===== src/rtl/flat_buffer_slice_sched_if.sv =====
// Frame-buffer / slice-scheduler bus: buffer fill side plus requester arbitration side.
interface flat_buffer_slice_sched_if #(
    parameter int buff_depth  = 5,
    parameter int delay_width = 4,
    parameter int width_width = 4,
    parameter int num_req     = 2
);
    localparam int tag_w  = delay_width + width_width;
    localparam int fill_w = $clog2(buff_depth + 2);
    localparam int idx_w  = $clog2(buff_depth + 1);

    logic                                 in_valid;
    logic                                 flush;
    logic [delay_width-1:0]               cfg_delay;
    logic [width_width-1:0]               cfg_width;
    logic                                 shift_en;
    logic [buff_depth:0][tag_w-1:0]       buffer_delay;
    logic [fill_w-1:0]                    fill_level;
    logic [num_req-1:0]                   req;
    logic [num_req-1:0][idx_w-1:0]        req_start;
    logic [num_req-1:0]                   gnt;
    logic [idx_w-1:0]                     slice_start;
    logic                                 slice_valid;
    logic                                 slice_err;

    modport master (
        output in_valid, flush, cfg_delay, cfg_width, req, req_start,
        input  shift_en, buffer_delay, fill_level, gnt, slice_start, slice_valid, slice_err
    );

    modport slave (
        input  in_valid, flush, cfg_delay, cfg_width, req, req_start,
        output shift_en, buffer_delay, fill_level, gnt, slice_start, slice_valid, slice_err
    );
endinterface


===== src/rtl/flat_buffer_slice_sched.sv =====
// Frame buffer bookkeeping (fill level, tag array) and round-robin slice-start arbiter
// that only grants windows whose entries are all populated.
module flat_buffer_slice_sched #(
    parameter int buff_depth  = 5,
    parameter int slice_depth = 3,
    parameter int delay_width = 4,
    parameter int width_width = 4,
    parameter int num_req     = 2
) (
    input logic                      clk,
    input logic                      rstb,
    flat_buffer_slice_sched_if.slave bus
);
    localparam int tag_w     = delay_width + width_width;
    localparam int fill_w    = $clog2(buff_depth + 2);
    localparam int idx_w     = $clog2(buff_depth + 1);
    localparam int ptr_w     = (num_req > 1) ? $clog2(num_req) : 1;
    localparam int max_start = buff_depth - slice_depth;

    logic [fill_w-1:0]              fill_q;
    logic [buff_depth:0][tag_w-1:0] tags_q;
    logic [ptr_w-1:0]               ptr_q;
    logic [num_req-1:0]             gnt_q;
    logic [idx_w-1:0]               slice_start_q;
    logic                           slice_valid_q;
    logic                           slice_err_q;

    logic [num_req-1:0]             legal;
    logic [num_req-1:0]             ready;
    logic [num_req-1:0]             eligible;
    logic [2*num_req-1:0]           elig_rot;
    logic                           found;
    logic                           grant;
    logic [ptr_w-1:0]               pick;
    logic [ptr_w-1:0]               ptr_next;

    assign bus.shift_en     = bus.in_valid & ~bus.flush;
    assign bus.buffer_delay = tags_q;
    assign bus.fill_level   = fill_q;
    assign bus.gnt          = gnt_q;
    assign bus.slice_start  = slice_start_q;
    assign bus.slice_valid  = slice_valid_q;
    assign bus.slice_err    = slice_err_q;

    // 32-bit compares so start+slice_depth+1 can never wrap.
    for (genvar i = 0; i < num_req; i++) begin : g_req
        logic [31:0] start_ext;
        assign start_ext   = 32'(bus.req_start[i]);
        assign legal[i]    = start_ext <= 32'(max_start);
        assign ready[i]    = legal[i] & (32'(fill_q) >= start_ext + 32'(slice_depth) + 32'd1);
        assign eligible[i] = bus.req[i] & ~gnt_q[i] & (ready[i] | ~legal[i]);
    end

    // Rotate so bit 0 is the pointer position; first set bit wins.
    assign elig_rot = {eligible, eligible} >> ptr_q;

    always_comb begin
        found = 1'b0;
        pick  = '0;
        for (int off = 0; off < num_req; off++) begin
            if (!found && elig_rot[off]) begin
                found = 1'b1;
                pick  = ptr_w'((int'(ptr_q) + off >= num_req) ? int'(ptr_q) + off - num_req
                                                               : int'(ptr_q) + off);
            end
        end
    end

    assign grant    = found & ~bus.flush;
    assign ptr_next = (pick == ptr_w'(num_req - 1)) ? '0 : pick + ptr_w'(1);

    always_ff @(posedge clk or negedge rstb) begin
        if (!rstb) begin
            fill_q <= '0;
            tags_q <= '0;
        end else if (bus.flush) begin
            fill_q <= '0;
            tags_q <= '0;
        end else if (bus.in_valid) begin
            if (fill_q != fill_w'(buff_depth + 1))
                fill_q <= fill_q + fill_w'(1);
            tags_q <= {tags_q[buff_depth-1:0], {bus.cfg_delay, bus.cfg_width}};
        end
    end

    always_ff @(posedge clk or negedge rstb) begin
        if (!rstb) begin
            ptr_q         <= '0;
            gnt_q         <= '0;
            slice_start_q <= '0;
            slice_valid_q <= 1'b0;
            slice_err_q   <= 1'b0;
        end else begin
            gnt_q         <= '0;
            slice_valid_q <= 1'b0;
            if (grant) begin
                gnt_q         <= num_req'(1) << pick;
                slice_start_q <= bus.req_start[pick];
                slice_valid_q <= legal[pick];
                slice_err_q   <= ~legal[pick];
                ptr_q         <= ptr_next;
            end
        end
    end
endmodule


===== src/flat_wrapper.sv =====
// flat-port wrapper written by rule: the top's interface ports become plain ports
module flat_buffer_slice_sched_flat 
#(
    parameter int buff_depth  = 5,
    parameter int slice_depth = 3,
    parameter int delay_width = 4,
    parameter int width_width = 4,
    parameter int num_req     = 2
)
  (clk, rstb, bus_in_valid, bus_flush, bus_cfg_delay, bus_cfg_width, bus_req, bus_req_start, bus_shift_en, bus_buffer_delay, bus_fill_level, bus_gnt, bus_slice_start, bus_slice_valid, bus_slice_err);
  flat_buffer_slice_sched_if #(.buff_depth(buff_depth), .delay_width(delay_width), .width_width(width_width), .num_req(num_req)) bus_i ();
  input logic clk;
  input logic rstb;
  input wire logic [$bits(bus_i.in_valid)-1:0] bus_in_valid;
  input wire logic [$bits(bus_i.flush)-1:0] bus_flush;
  input wire logic [$bits(bus_i.cfg_delay)-1:0] bus_cfg_delay;
  input wire logic [$bits(bus_i.cfg_width)-1:0] bus_cfg_width;
  input wire logic [$bits(bus_i.req)-1:0] bus_req;
  input wire logic [$bits(bus_i.req_start)-1:0] bus_req_start;
  output wire logic [$bits(bus_i.shift_en)-1:0] bus_shift_en;
  output wire logic [$bits(bus_i.buffer_delay)-1:0] bus_buffer_delay;
  output wire logic [$bits(bus_i.fill_level)-1:0] bus_fill_level;
  output wire logic [$bits(bus_i.gnt)-1:0] bus_gnt;
  output wire logic [$bits(bus_i.slice_start)-1:0] bus_slice_start;
  output wire logic [$bits(bus_i.slice_valid)-1:0] bus_slice_valid;
  output wire logic [$bits(bus_i.slice_err)-1:0] bus_slice_err;
  assign bus_i.in_valid = bus_in_valid;
  assign bus_i.flush = bus_flush;
  assign bus_i.cfg_delay = bus_cfg_delay;
  assign bus_i.cfg_width = bus_cfg_width;
  assign bus_i.req = bus_req;
  assign bus_i.req_start = bus_req_start;
  assign bus_shift_en = bus_i.shift_en;
  assign bus_buffer_delay = bus_i.buffer_delay;
  assign bus_fill_level = bus_i.fill_level;
  assign bus_gnt = bus_i.gnt;
  assign bus_slice_start = bus_i.slice_start;
  assign bus_slice_valid = bus_i.slice_valid;
  assign bus_slice_err = bus_i.slice_err;
  flat_buffer_slice_sched #(.buff_depth(buff_depth), .slice_depth(slice_depth), .delay_width(delay_width), .width_width(width_width), .num_req(num_req)) u_core (.clk(clk), .rstb(rstb), .bus(bus_i));
endmodule

===== config.mk =====
export PLATFORM = sky130hd
export DESIGN_NAME = flat_buffer_slice_sched_flat
export DESIGN_NICKNAME = d
export VERILOG_FILES = /design/src/rtl/flat_buffer_slice_sched_if.sv /design/src/rtl/flat_buffer_slice_sched.sv /design/src/flat_wrapper.sv
export SDC_FILE = /design/constraint.sdc
export NUM_CORES = 1
export LEC_CHECK = 0
export CORE_MARGIN = 1.5
export CORE_UTILIZATION = 60
export DETAILED_ROUTE_END_ITERATION = 8
export DONT_BUFFER_PORTS = 1
export GPL_ROUTABILITY_DRIVEN = 0
export HOLD_SLACK_MARGIN = 0.1
export PLACE_DENSITY = 0.76
export SYNTH_ARGS = -nofsm -noshare
export SYNTH_HDL_FRONTEND = slang
export SYNTH_SLANG_ARGS = --single-unit

===== constraint.sdc =====
create_clock -name clk -period 2.32 [get_ports clk]
set_clock_uncertainty 0.2 [all_clocks]
set_input_delay 0.464 -clock clk [delete_from_list [all_inputs] [get_ports clk]]
set_output_delay 0.464 -clock clk [all_outputs]
set_load 0.05 [all_outputs]

# Yosys cells after proc, flatten, opt, wreduce, memory -nomap -nowiden
# Index checks and enable logic that the tools add are counted.
# Widths: inputs -> output; s select.
word_totals:
  regBits: 59
  latchBits: 0
  mem_bits_rw: 0
  rom_bits: 0
  inputBits: 20
  out_inout_bits: 59
  wordCells: 70
  n_memories: 0
op_classes:
  add_sub_neg: 9
  n_mul: 0
  div_mod_pow: 0
  n_lt_le_gt_ge: 7
  n_eq_ne: 1
  shift: 2
  n_mux: 18
  n_bitwise: 16
  n_reduce_logical: 5
ops:
  columns: ["operator", "count"]
  rows:
  - ["$mux 48", 2]
  - ["$add 32x1->32 const B", 2]
  - ["$ge 3x32->1", 2]
  - ["$mux 3", 5]
  - ["$mux 1", 10]
  - ["$add 3x2->4 const B", 2]
  - ["$and 1x1->1", 8]
  - ["$le 3x2->1 const B", 2]
  - ["$not 1->1", 6]
  - ["$reduce_bool 2->1", 2]
  - ["$shr 4x1->2", 1]
  - ["$add 3x1->3 const B", 1]
  - ["$ne 3x3->1 const B", 1]
  - ["$add 1x1->2 const B", 1]
  - ["$ge 1x2->1 const B", 1]
  - ["$ge 2x2->1 const B", 1]
  - ["$lt 1x2->1 const B", 1]
  - ["$mux 2", 1]
  - ["$or 1x1->1", 2]
  - ["$reduce_and 2->1", 1]
  - ["$shl 1x1->2 const A", 1]
  - ["$sub 1x1->1 const B", 2]
  - ["$add 1x1->1 const B", 1]
  - ["$logic_and 1x1->1", 1]
  - ["$logic_not 1->1", 1]

# Depth between registers and ports, before layout
# Gate-level depths: netlist (run 1).
logic_depth:
  word_depth: 14
  mapped_depth: 9
  mapped_depth_nobuf: 9

# Worst setup path after synthesis (run 1)
# OpenSTA, ideal clock, no wires.
synth_timing:
  path_type: "input to register"
  from: "in bus_req_start[3]"
  to: "reg u_core.slice_start_q[0], in the netlist u_core.bus.slice_start[0]"
  setup_ns: 0.126
  arrival_ns: 2.071
  required_ns: 1.994
  setup_slack_ns: -0.077
  cell_stages: 9
  path_cell_list: "inv_1 ha_1 xnor2_1 ha_1 nand2_1 o21ai_1 o2bb2ai_4 a211oi_4 a221o_1"
synth_between:
  elab_chain_len: 13
  elab_cells_between_ends: 18
synth_lines:
  columns: ["item", "line_no", "source"]
  rows:
  - ["start: declaration", "flat_wrapper.sv:19", "input wire logic [$bits(bus_i.req_start)-1:0] bus_req_start;"]
  - ["$add 3x2->4", "flat_buffer_slice_sched.sv:50", "assign ready[i] = legal[i] & (32'(fill_q) >= start_ext + 32'(slice_depth) + 32'd1);"]
  - ["$add 32x1->32", "flat_buffer_slice_sched.sv:50", null]
  - ["$ge 3x32->1", "flat_buffer_slice_sched.sv:50", null]
  - ["$and 1x1->1", "flat_buffer_slice_sched.sv:50", null]
  - ["$or 1x1->1", "flat_buffer_slice_sched.sv:51", "assign eligible[i] = bus.req[i] & ~gnt_q[i] & (ready[i] | ~legal[i]);"]
  - ["$and 1x1->1", "flat_buffer_slice_sched.sv:51", null]
  - ["$shr 4x1->2", "flat_buffer_slice_sched.sv:55", "assign elig_rot = {eligible, eligible} >> ptr_q;"]
  - ["$mux 1", "flat_buffer_slice_sched.sv:61", "if (!found && elig_rot[off]) begin"]
  - ["$logic_not 1->1", "flat_buffer_slice_sched.sv:61", null]
  - ["$logic_and 1x1->1", "flat_buffer_slice_sched.sv:61", null]
  - ["$mux 1", "flat_buffer_slice_sched.sv:61", null]
  - ["$mux 3 (not written as such) (2 in a row)", "flat_buffer_slice_sched.sv:98", "slice_start_q <= bus.req_start[pick];"]
  - ["end signal: assignment", "flat_buffer_slice_sched.sv:98", null]
  - ["end: declaration", "flat_buffer_slice_sched.sv:24", "logic [idx_w-1:0] slice_start_q;"]
# Parallel ways exist; a longest one is shown, timed or not. The select of a mux whose other input is x is not followed.
# A chain may end at the register's enable or synchronous reset.

# Worst setup path in the final report (run 1)
layout_timing:
  from: "in bus_req_start[0]"
  to: "reg u_core.slice_err_q, in the netlist u_core.bus.slice_err"
layout_between:
  elab_chain_len: 14
  elab_cells_between_ends: 19
layout_lines:
  columns: ["item", "line_no", "source"]
  rows:
  - ["$add 3x2->4", "flat_buffer_slice_sched.sv:50", null]
  - ["$add 32x1->32", "flat_buffer_slice_sched.sv:50", null]
  - ["$ge 3x32->1", "flat_buffer_slice_sched.sv:50", null]
  - ["$and 1x1->1", "flat_buffer_slice_sched.sv:50", null]
  - ["$or 1x1->1", "flat_buffer_slice_sched.sv:51", null]
  - ["$and 1x1->1", "flat_buffer_slice_sched.sv:51", null]
  - ["$shr 4x1->2", "flat_buffer_slice_sched.sv:55", null]
  - ["$mux 1", "flat_buffer_slice_sched.sv:61", null]
  - ["$logic_not 1->1", "flat_buffer_slice_sched.sv:61", null]
  - ["$logic_and 1x1->1", "flat_buffer_slice_sched.sv:61", null]
  - ["$mux 1", "flat_buffer_slice_sched.sv:61", null]
  - ["$mux 1 (not written as such) (2 in a row)", "flat_buffer_slice_sched.sv:100", "slice_err_q <= ~legal[pick];"]
  - ["$not 1->1", "flat_buffer_slice_sched.sv:100", null]
  - ["end signal: assignment", "flat_buffer_slice_sched.sv:100", null]
  - ["end: declaration", "flat_buffer_slice_sched.sv:26", "logic slice_err_q;"]
# Parallel ways exist; a longest one is shown, timed or not. The select of a mux whose other input is x is not followed.

==> flow_summary_export.csv, run 1 <==
group,metric,value,unit
power_and_ir_drop,power.total,0.00246,W
job,max-cap-violations,0,
synth,yosys-top-cells-area,"dfrtp_1 (54%), mux2i_1 (18%), nor2_1 (6.9%)",
sta,final-hold-violation-count,0,
drt,drt-initial-drc-count,117,
synth,ys_warn_count,0,
clock_network,cts.root.buffer_cell,"clkbuf_8",
clock_network,clock-sinks,59,
floorplanning,standard_cell_rows,24,
synth,synth_async_sr_flop_share,100,%
synth,commonest_cells_in_the_synthesized_netlist,"dfrtp_1 (59), nor2_1 (51), mux2i_1 (49)",
synth,flops_latches_synth,59,
drt,remaining_drc_errors,0,
synth,syn_nets,265,
power_and_ir_drop,power_density,773,nW/µm²
min_path,hold_start,"bus_in_valid",
place,place_hpwl,3650,µm
setup_path,crit_path_cell_trace,"inv_1, ha_1, xnor2_1, ha_1, nand2_1, o21ai_2, a2bb2oi_4, o211a_1, a222oi_1",
clock_network,ctsLongestPathBuffers,2,
synth,area_fraction_of_the_dominant_cell_type_after_synthesis,53.6,%
power_and_ir_drop,largest_voltage_drop_on_the_vdd_net,0.553,mV
power_and_ir_drop,power.internal,0.00173,W
synth,synthSimpleGateAreaFrac,9.95,%
power_and_ir_drop,power.combinational.fraction,12.2,%
drt,ant_nets,0,
clock_network,clk_pin_slew_worst_setup_hold_paths,60,ps
sta,worst_slew_margin_rel,62.8,%
grt,grt_util_all_layers,23.8,%
synth,syn-cell-area,2760,µm²
cells_and_area,finalNetCount,282,
synth,syn-instance-count,233,
synth,post_synthesis_compound_gate_area_fraction,8.76,%
sta,grt_setup_unrepaired,"no",
setup_path,path_common_cell,"ha_1",
setup_path,timing.critical_path.required,2320,ps
sta,timing.final.max_slew_violations,0,
clock_network,tritoncts.num_buffers,9,
sta,tightest_slew,558,ps
setup_path,critPathLaunchType,"primary input",
cells_and_area,final_cells,307,
setup_path,critical_path.reg2reg.startpoint,"u_core.bus.fill_level[2]$_DFFE_PN0P_",
floorplanning,io_pins,79,
drt,vias,1835,
setup_path,critical_path_arrival,2180,ps
place,dpl.cell_count,279,
drt,drt-total-wl,5500,µm
drt,routed_wire_length_per_instance,17.9,µm
cells_and_area,syn2layout_area_growth,15.4,%
power_and_ir_drop,p_switching,0.000727,W
setup_path,cp_slowest_cell,"ha_1",
cells_and_area,multi_input_comb_area,1200,µm²
place,count_of_port_buffers_added_during_placement,0,
grt,grt_antenna_before_repair,0,
synth,post_synth_edffs,0,
sta,clock.fmax,460,MHz
synth,average_instance_area_after_synthesis,11.8,µm²
setup_path,critPathBufInv,1,
power_and_ir_drop,power_frac_seq,51.4,%
clock_network,cts_max_level,3,
power_and_ir_drop,power.share.switching,29.6,%
setup_path,crit_fanout,5,
grt,grt_pass1_vias,1893,
grt,largest_net_degree_at_the_start_of_global_routing,60,
synth,synth_top_family_by_area,"multiplexers",
power_and_ir_drop,leakagePower,1.64,nW
grt,gr-total-overflow,0,
setup_path,path_delay_family,"compound AO/OA/AOI/OAI gates",
synth,synthDistinctLibCells,32,
sta,setup_violations,0,
clock_network,cts_tree,"done",
cells_and_area,layout.core_utilization,72.5,%
synth,postSynth.topFlopCell,"dfrtp_1",
setup_path,slowest_delay,320,ps
synth,yosys.cell_count.top_type,"dfrtp_1",
setup_path,setup.worst_path.start,"bus_req_start[0]",
power_and_ir_drop,p_clk_share,36.4,%
floorplanning,die_h,70.8,µm
clock_network,worst_skew_pair.late_latency,330,ps
synth,xor_xnor_share_of_the_synthesized_area,0.954,%
outcome,status,"finished clean",
sta,total_negative_setup_slack,0,ps
floorplanning,die_width,70.8,µm
min_path,timing.hold.worst.class,"primary input to register",
synth,synthAdderAreaFrac,5.45,%
synth,ys_seq_area_share,53.6,%
setup_path,crit_type,"primary input to register",
sta,finalCriticalPeriod,2170,ps
cells_and_area,n_antenna_cell,0,
sta,final_min_period_over_clock_period,93.7,%
synth,netlist.top_cell.by_area,"dfrtp_1",
floorplanning,fp.coreArea,4380,µm²
cells_and_area,layout.area.seq,1480,µm²
setup_path,worstSetupEndpointType,"register",
clock_network,post_cts_repair_resize_count,0,
grt,first_pass_grt_wire_length,9160,µm
drt,drt-pass1-iter-count,4,
cells_and_area,fill_cells,321,
synth,post_synth_mux_area_share,17.8,%
cells_and_area,drive_gt1_share,14.9,%
floorplanning,floorplan.die_area,5010,µm²
floorplanning,initial_core_util,62.8,%
drt,average_via_count_per_standard_cell,5.98,
==> per-stage QoR <==
stage / hold slack (ps) / instance area [µm²] / setup slack, ps
6_report: 113 / 3180 / 147
5_1_grt: 103 / 3180 / 49.9
4_1_cts: 100 / 3180 / 168
3_5_place_dp: -30.4 / 2840 / -168
3_3_place_gp: -30.3 / 2840 / -26.1
2_1_floorplan: -31.6 / 2770 / 7.01
==> layout make-up <==
cell class | count | share of cell area, %
Sequential cell | 59 | 46.4
Timing Repair Buffer | 20 | 6.53
Clock inverter | 5 | 1.65
Clock buffer | 11 | 4.45
Tap cell | 52 | 2.05
Multi-Input combinational cell | 150 | 37.7
Inverter | 10 | 1.18
==> layout by cell type, fill, tap and decap left out, types with 8 or more instances in the layout <==
cell type | synthesis | final
buf_4 | 0 | 8
clkbuf_8 | 0 | 10
dfrtp_1 | 59 | 59
dlygate4sd3_1 | 0 | 10
ha_1 | 12 | 11
inv_1 | 10 | 9
mux2i_1 | 49 | 49
nor2_1 | 51 | 51
==> final timing paths <==
kind / endpoint / slack, ps / cells after the start
worst max-delay path: u_core.bus.slice_err$_DFFE_PN0P_ / 150 / 9
worst min-delay path: u_core.bus.buffer_delay[16]$_DFFE_PN0P_ / 110 / 2
worst max register to register: u_core.bus.slice_err$_DFFE_PN0P_ / 230 / 6
worst min register to register: u_core.ptr_q$_DFFE_PN0P_ / 460 / 1
max in group asynchronous: u_core.bus.buffer_delay[18]$_DFFE_PN0P_ / 1200 / 2
min in group asynchronous: u_core.bus.buffer_delay[42]$_DFFE_PN0P_ / 480 / 2
==> metal layers <==
metal	track usage, %	vias up	routed length, µm
li1	-	831	-
met1	29.6	912	2270
met2	36.9	84	2700
met3	8.12	8	471
met4	13.0	0	61
met5	0	-	0
==> cell families after synthesis <==
logic type      count (synthesis)
simple gates                   63
flops                          59
mux                            49
buf+inv                        24
compound gates                 23
fa+ha+maj                      12
xor+xnor                        3
==> power groups by stage <==
stage / clock (W) / sequential, W / combinational (W)
CTS: 0.000916 / 0.00126 / 0.000303
floorplan: 0 / 0.00130 / 0.000201
detailed placement: 0 / 0.00128 / 0.000242
global route: 0.000967 / 0.00127 / 0.000328
global placement: 0 / 0.00128 / 0.000226
finish: 0.000895 / 0.00126 / 0.000300
==> sequential cells by signal, indices dropped and copies added, names as in the netlist <==
signal	count
u_core.bus.buffer_delay	48
u_core.bus.fill_level	3
u_core.bus.slice_start	3
u_core.bus.gnt	2
u_core.bus.slice_err	1
u_core.bus.slice_valid	1
u_core.ptr_q	1
==> timing repair <==
| action | in CTS | in global routing |
|---|---|---|
| endpoints found under the hold margin | 114 | 0 |
| setup buffers | 0 | 0 |
| hold buffers | 12 | 0 |
Power figures use the tool's default switching activity.
==> run 2, diff against run 1 <==
CELL_PAD_IN_SITES_DETAIL_PLACEMENT = 1   (was default)
CELL_PAD_IN_SITES_GLOBAL_PLACEMENT = 1   (was default)
CORE_UTILIZATION = 48   (was 60)
PLACE_DENSITY = default   (was 0.76)
PLACE_DENSITY_LB_ADDON = 0.1   (was default)
==> run 2 against run 1 <==
  * Critical path depth unchanged
  * Wire length up 27%
  * Setup slack lost 7.9 ps
  * Global-route usage up 1.0 points
  * Combinational power is 15% higher
==> flow_summary_export.csv, run 2 (same netlist as run 1, synthesis figures left out) <==
group,metric,value,unit
clock_network,cts.hold.buffers_added,19,
clock_network,post_cts_buffers,0,
min_path,whs_endpoint,"u_core.bus.buffer_delay[16]$_DFFE_PN0P_",
setup_path,worstSetupEndpointType,"register",
setup_path,crit_path_cell_trace,"inv_1, ha_1, xnor2_1, ha_1, nand2_1, o21ai_2, a2bb2oi_4, o211a_1, a222oi_1",
sta,clock.fmax,458,MHz
power_and_ir_drop,power.share.switching,31.9,%
setup_path,crit_fanout,5,
sta,worst_slew_margin_rel,61.6,%
power_and_ir_drop,power.internal,0.00176,W
cells_and_area,finalNetCount,293,
place,dpl.cell_count,302,
grt,grt_antenna_before_repair,0,
setup_path,critical_path.reg2reg.startpoint,"u_core.bus.fill_level[2]$_DFFE_PN0P_",
floorplanning,die_h,78.8,µm
min_path,hold_start,"bus_in_valid",
sta,timing.final.max_slew_violations,0,
place,place_hpwl,4130,µm
clock_network,clock-sinks,59,
drt,remaining_drc_errors,0,
outcome,status,"finished clean",
power_and_ir_drop,largest_voltage_drop_on_the_vdd_net,0.472,mV
drt,average_via_count_per_standard_cell,5.59,
clock_network,tritoncts.num_buffers,9,
power_and_ir_drop,leakagePower,1.69,nW
sta,final_min_period_over_clock_period,94.0,%
sta,tightest_slew,575,ps
cells_and_area,multi_input_comb_area,1200,µm²
drt,drt-initial-drc-count,114,
cells_and_area,final_cells,338,
min_path,min_path_cells,2,
sta,fin_ws,139,ps
place,placedInstanceArea,2890,µm²
clock_network,worst_skew_pair.late_latency,350,ps
sta,final-hold-violation-count,0,
job,max-cap-violations,0,
drt,drt-total-wl,7000,µm
cells_and_area,layout.cells.most_common_list,"dfrtp_1 (59), nor2_1 (51), mux2i_1 (49)",
setup_path,timing.critical_path.required,2330,ps
floorplanning,fp.coreArea,5510,µm²
setup_path,critical_path_cell_count,9,
drt,ant_nets,0,
setup_path,cp_slowest_cell,"ha_1",
power_and_ir_drop,p_switching,0.000822,W
place,pre_cts_ws,-144,ps
drt,routed_wire_length_per_instance,20.7,µm
clock_network,cts_tree,"done",
place,count_of_port_buffers_added_during_placement,0,
power_and_ir_drop,p_clk_share,37.7,%
setup_path,critPathBufInv,1,
power_and_ir_drop,power_frac_seq,49.0,%
sta,setup_violations,0,
cells_and_area,layout.area.seq,1480,µm²
setup_path,critPathLaunchType,"primary input",
floorplanning,io_pins,79,
cells_and_area,fill_cells,560,
grt,first_pass_grt_wire_length,11300,µm
setup_path,timing.reg2reg.worst_path_depth,6,
power_and_ir_drop,power.combinational.fraction,13.4,%
drt,vias,1889,
setup_path,path_common_cell,"ha_1",
grt,gr-total-overflow,0,
setup_path,r2r-end,"u_core.bus.slice_err$_DFFE_PN0P_",
floorplanning,floorplan.die_area,6200,µm²
clock_network,post_cts_repair_resize_count,0,
sta,finalCriticalPeriod,2180,ps
floorplanning,die_width,78.8,µm
floorplanning,standard_cell_rows,27,
setup_path,critical_path_arrival,2190,ps
clock_network,cts_max_level,3,
cells_and_area,layout.core_utilization,60.4,%
power_and_ir_drop,power_density,775,nW/µm²
cells_and_area,leading_cell_type_in_the_layout_fill_and_taps_excluded,"dfrtp_1",
setup_path,path_delay_family,"compound AO/OA/AOI/OAI gates",
setup_path,crit_type,"primary input to register",
sta,final_hold_slack,113,ps
floorplanning,initial_core_util,50.0,%
clock_network,ctsLongestPathBuffers,2,
sta,grt_setup_unrepaired,"no",
cells_and_area,largest_register_ff_count,48,
grt,largest_net_degree_at_the_start_of_global_routing,60,
clock_network,clk_pin_slew_worst_setup_hold_paths,70,ps
min_path,timing.hold.worst.class,"primary input to register",
setup_path,slowest_delay,340,ps
clock_network,cts.root.buffer_cell,"clkbuf_8",
drt,drt-pass1-iter-count,4,
cells_and_area,syn2layout_area_growth,20.7,%
cells_and_area,n_antenna_cell,0,
cells_and_area,drive_gt1_share,15.8,%
grt,grt_pass1_vias,2184,
setup_path,reg2reg_setup_slack,210,ps
cells_and_area,finish.instance_area,3330,µm²
grt,grt_util_all_layers,24.9,%
[run 2: changes by cell type in the layout (fill, tap and decap cells not counted), sizes merged]
cell	previous run	this run
dlygate4sd3	10	17
buf	10	14
clkinv	3	0
clkinvlp	1	3
inv	10	11
[run 2: worst max-delay path by stage]
stage                                             to             start
2_1_floorplan  u_core.bus.slice_start[0]$_DFFE_PN0P_  bus_req_start[0]
3_3_place_gp        u_core.bus.slice_err$_DFFE_PN0P_  bus_req_start[0]
3_5_place_dp   u_core.bus.slice_start[2]$_DFFE_PN0P_  bus_req_start[0]
5_1_grt             u_core.bus.slice_err$_DFFE_PN0P_  bus_req_start[0]
6_report            u_core.bus.slice_err$_DFFE_PN0P_  bus_req_start[0]
4_1_cts             u_core.bus.slice_err$_DFFE_PN0P_  bus_req_start[0]
[run 2: per-layer routing]
metal | GRT usage (%) | wire, µm | up-vias
li1 | - | - | 847
met3 | 11.0 | 559 | 6
met1 | 28.4 | 2790 | 963
met2 | 41.6 | 3590 | 73
met4 | 8.04 | 54 | 0
met5 | 0 | 0 | -
[run 2: final cells by class]
class | count | area share (%)
sequential | 59 | 44.4
tap | 72 | 2.71
multi-input combinational | 150 | 36.0
inverter | 10 | 1.13
clock inverter | 5 | 1.84
timing repair buffer | 31 | 9.63
clock buffer | 11 | 4.25
[run 2: worst register-to-register path, cell delays in order (launching register included)]
cell and delay, ps:
dfrtp_1 400, ha_1 320, a21oi_1 210, o21ai_2 120
a2bb2oi_4 230, a211oi_4 100, a222oi_1 400
[run 2: power by group through the flow]
stage	Sequential, W	Combinational (W)	Clock, W
after detailed placement	0.00128	0.000252	0
after global placement	0.00128	0.000235	0
after floorplan	0.00130	0.000201	0
after global routing	0.00127	0.000375	0.00103
after CTS	0.00126	0.000344	0.000974
final	0.00126	0.000345	0.000971
[run 2: metrics by stage]
stage | total power, W | setup TNS, ps
after floorplan | 0.00150 | 0
after global placement | 0.00151 | -124
after detailed placement | 0.00153 | -690
after CTS | 0.00258 | 0
after global routing | 0.00268 | 0
final | 0.00258 | 0
==> run 3, diff against run 2 <==
clock period = 2.1 ns   (was 2.32 ns; I/O delays follow)
==> run 3 against run 2 <==
  * Sequential power up 11%
  * Hold slack improved by 4.1 ps
  * Total power up 5.2%
  * Design area rose by 5.9%
  * Clock power shrank 8.0%
  * Via count up 3.3%
  * Setup slack got worse by 100 ps
  * Global-route usage is 0.30 points lower
  * Critical path type unchanged
  * Critical endpoint unchanged
==> flow_summary_export.csv, run 3 (same netlist as run 1, synthesis figures left out) <==
group,metric,value,unit
clock_network,clock-sinks,59,
setup_path,setup.worst_path.start,"bus_req_start[4]",
cells_and_area,syn2layout_area_growth,27.8,%
setup_path,timing.critical_path.required,2110,ps
sta,clock.fmax,485,MHz
cells_and_area,n_antenna_cell,0,
floorplanning,standard_cell_rows,27,
sta,final-hold-violation-count,0,
drt,average_via_count_per_standard_cell,5.57,
sta,finalCriticalPeriod,2060,ps
clock_network,ctsLongestPathBuffers,2,
cells_and_area,multi_input_comb_area,1280,µm²
setup_path,critical_path.reg2reg.startpoint,"u_core.bus.fill_level[1]$_DFFE_PN0P_",
grt,largest_net_degree_at_the_start_of_global_routing,60,
setup_path,slowest_delay,380,ps
cells_and_area,leading_cell_type_in_the_layout_fill_and_taps_excluded,"dfrtp_1",
setup_path,critPathLaunchType,"primary input",
setup_path,critical_path_cell_count,9,
setup_path,path_delay_family,"compound AO/OA/AOI/OAI gates",
grt,grt_util_all_layers,24.6,%
setup_path,r2r-end,"u_core.bus.slice_err$_DFFE_PN0P_",
clock_network,clk_pin_slew_worst_setup_hold_paths,70,ps
grt,grt_busiest_layer,"met2",
place,place_hpwl,4090,µm
power_and_ir_drop,leakagePower,1.70,nW
sta,setup_violations,0,
setup_path,cp_slowest_cell,"a222oi_1",
sta,worst_slew_margin_rel,62.0,%
sta,final_min_period_over_clock_period,98.2,%
clock_network,cts_tree,"done",
floorplanning,initial_core_util,50.0,%
sta,tightest_slew,570,ps
cells_and_area,drive_gt1_share,21.2,%
grt,met3_usage,7.59,%
cells_and_area,layout.area.seq,1480,µm²
grt,grt_pass1_vias,2152,
setup_path,critical_path_arrival,2070,ps
place,pre_cts_ws,-294,ps
cells_and_area,finalNetCount,305,
setup_path,worstSetupEndpointType,"register",
drt,vias,1951,
drt,drt-pass1-iter-count,4,
sta,total_negative_setup_slack,0,ps
floorplanning,die_width,78.8,µm
job,max-cap-violations,0,
floorplanning,io_pins,79,
drt,drt-total-wl,7070,µm
floorplanning,die_h,78.8,µm
place,count_of_port_buffers_added_during_placement,0,
clock_network,cts_max_level,3,
sta,fin_ws,37.7,ps
grt,gr_util_met2,41.9,%
setup_path,reg2reg_setup_slack,50,ps
drt,routed_wire_length_per_instance,20.2,µm
cells_and_area,finish.instance_area,3520,µm²
min_path,timing.hold.worst.class,"primary input to register",
grt,grt_antenna_before_repair,0,
sta,timing.final.max_slew_violations,0,
place,placedInstanceArea,2920,µm²
drt,ant_nets,0,
outcome,status,"finished clean",
setup_path,crit_type,"primary input to register",
drt,drt-initial-drc-count,90,
setup_path,timing.reg2reg.worst_path_depth,6,
floorplanning,fp.coreArea,5510,µm²
sta,final_hold_slack,117,ps
grt,first_pass_grt_wire_length,11300,µm
setup_path,crit_fanout,7,
clock_network,cts.root.buffer_cell,"clkbuf_8",
setup_path,crit_path_cell_trace,"inv_6, ha_4, xnor2_2, ha_1, nand2_1, o21ai_2, o2bb2ai_4, a211oi_4, a222oi_1",
cells_and_area,layout.cells.most_common_list,"dfrtp_1 (57), nor2_1 (51), mux2i_1 (49)",
clock_network,tritoncts.num_buffers,9,
cells_and_area,fill_cells,530,
grt,gr-total-overflow,0,
floorplanning,floorplan.die_area,6200,µm²
clock_network,worst_skew_pair.late_latency,340,ps
setup_path,critPathBufInv,1,
cells_and_area,largest_register_ff_count,48,
setup_path,setup.worst_path.end,"u_core.bus.slice_err$_DFFE_PN0P_",
power_and_ir_drop,power_density,770,nW/µm²
grt,gr-usage-met1,28.5,%
drt,remaining_drc_errors,0,
power_and_ir_drop,largest_voltage_drop_on_the_vdd_net,0.438,mV
-- run 3: how the worst min path moves through the flow --
stage	start	endpoint	slack [ps]	cells after the start
finish	bus_in_valid	u_core.bus.buffer_delay[29]$_DFFE_PN0P_	120	2
global route	bus_in_valid	u_core.bus.buffer_delay[29]$_DFFE_PN0P_	130	2
CTS	bus_in_valid	u_core.bus.buffer_delay[14]$_DFFE_PN0P_	100	2
detailed placement	rstb	u_core.bus.buffer_delay[39]$_DFFE_PN0P_	-70	0
global placement	rstb	u_core.bus.buffer_delay[23]$_DFFE_PN0P_	-70	0
floorplan	rstb	u_core.bus.buffer_delay[0]$_DFFE_PN0P_	-80	0
-- run 3: repair_timing --
item,in CTS,in global routing
pin swaps,3,7
cloned,0,0
hold endpoints to repair,114,1
setup endpoints to repair,2,5
gates resized for setup,3,5
setup buffers,0,2
hold buffers,32,1
-- run 3: metrics by stage --
step	instances	power, W	util (%)
6_report	350	0.00271	63.9
5_1_grt	350	0.00282	63.9
3_5_place_dp	299	0.00170	53.0
3_3_place_gp	299	0.00168	53.0
2_1_floorplan	233	0.00167	-
4_1_cts	347	0.00271	62.9
-- run 3: metal layers --
metal | vias up | share of wire, %
li1 | 877 | -
met3 | 12 | 7.7
met2 | 81 | 50
met1 | 981 | 40
met4 | 0 | 2.0
met5 | - | 0
-- run 3: final cells by class --
cell class / count / share of cell area, %
Timing Repair Buffer: 43 / 12.6
Clock buffer: 10 / 3.62
Tap cell: 72 / 2.56
Inverter: 10 / 1.63
Multi-Input combinational cell: 150 / 36.4
Sequential cell: 59 / 42.0
Clock inverter: 6 / 1.17
-- run 3: power by group --
| part | switching (W) | internal, W | total (W) | leakage (nW) |
|---|---|---|---|---|
| clock | 0.000466 | 0.000427 | 0.000893 | 0.0787 |
| sequential | 0.000211 | 0.00119 | 0.00140 | 0.800 |
| combinational | 0.000222 | 0.000196 | 0.000418 | 0.823 |
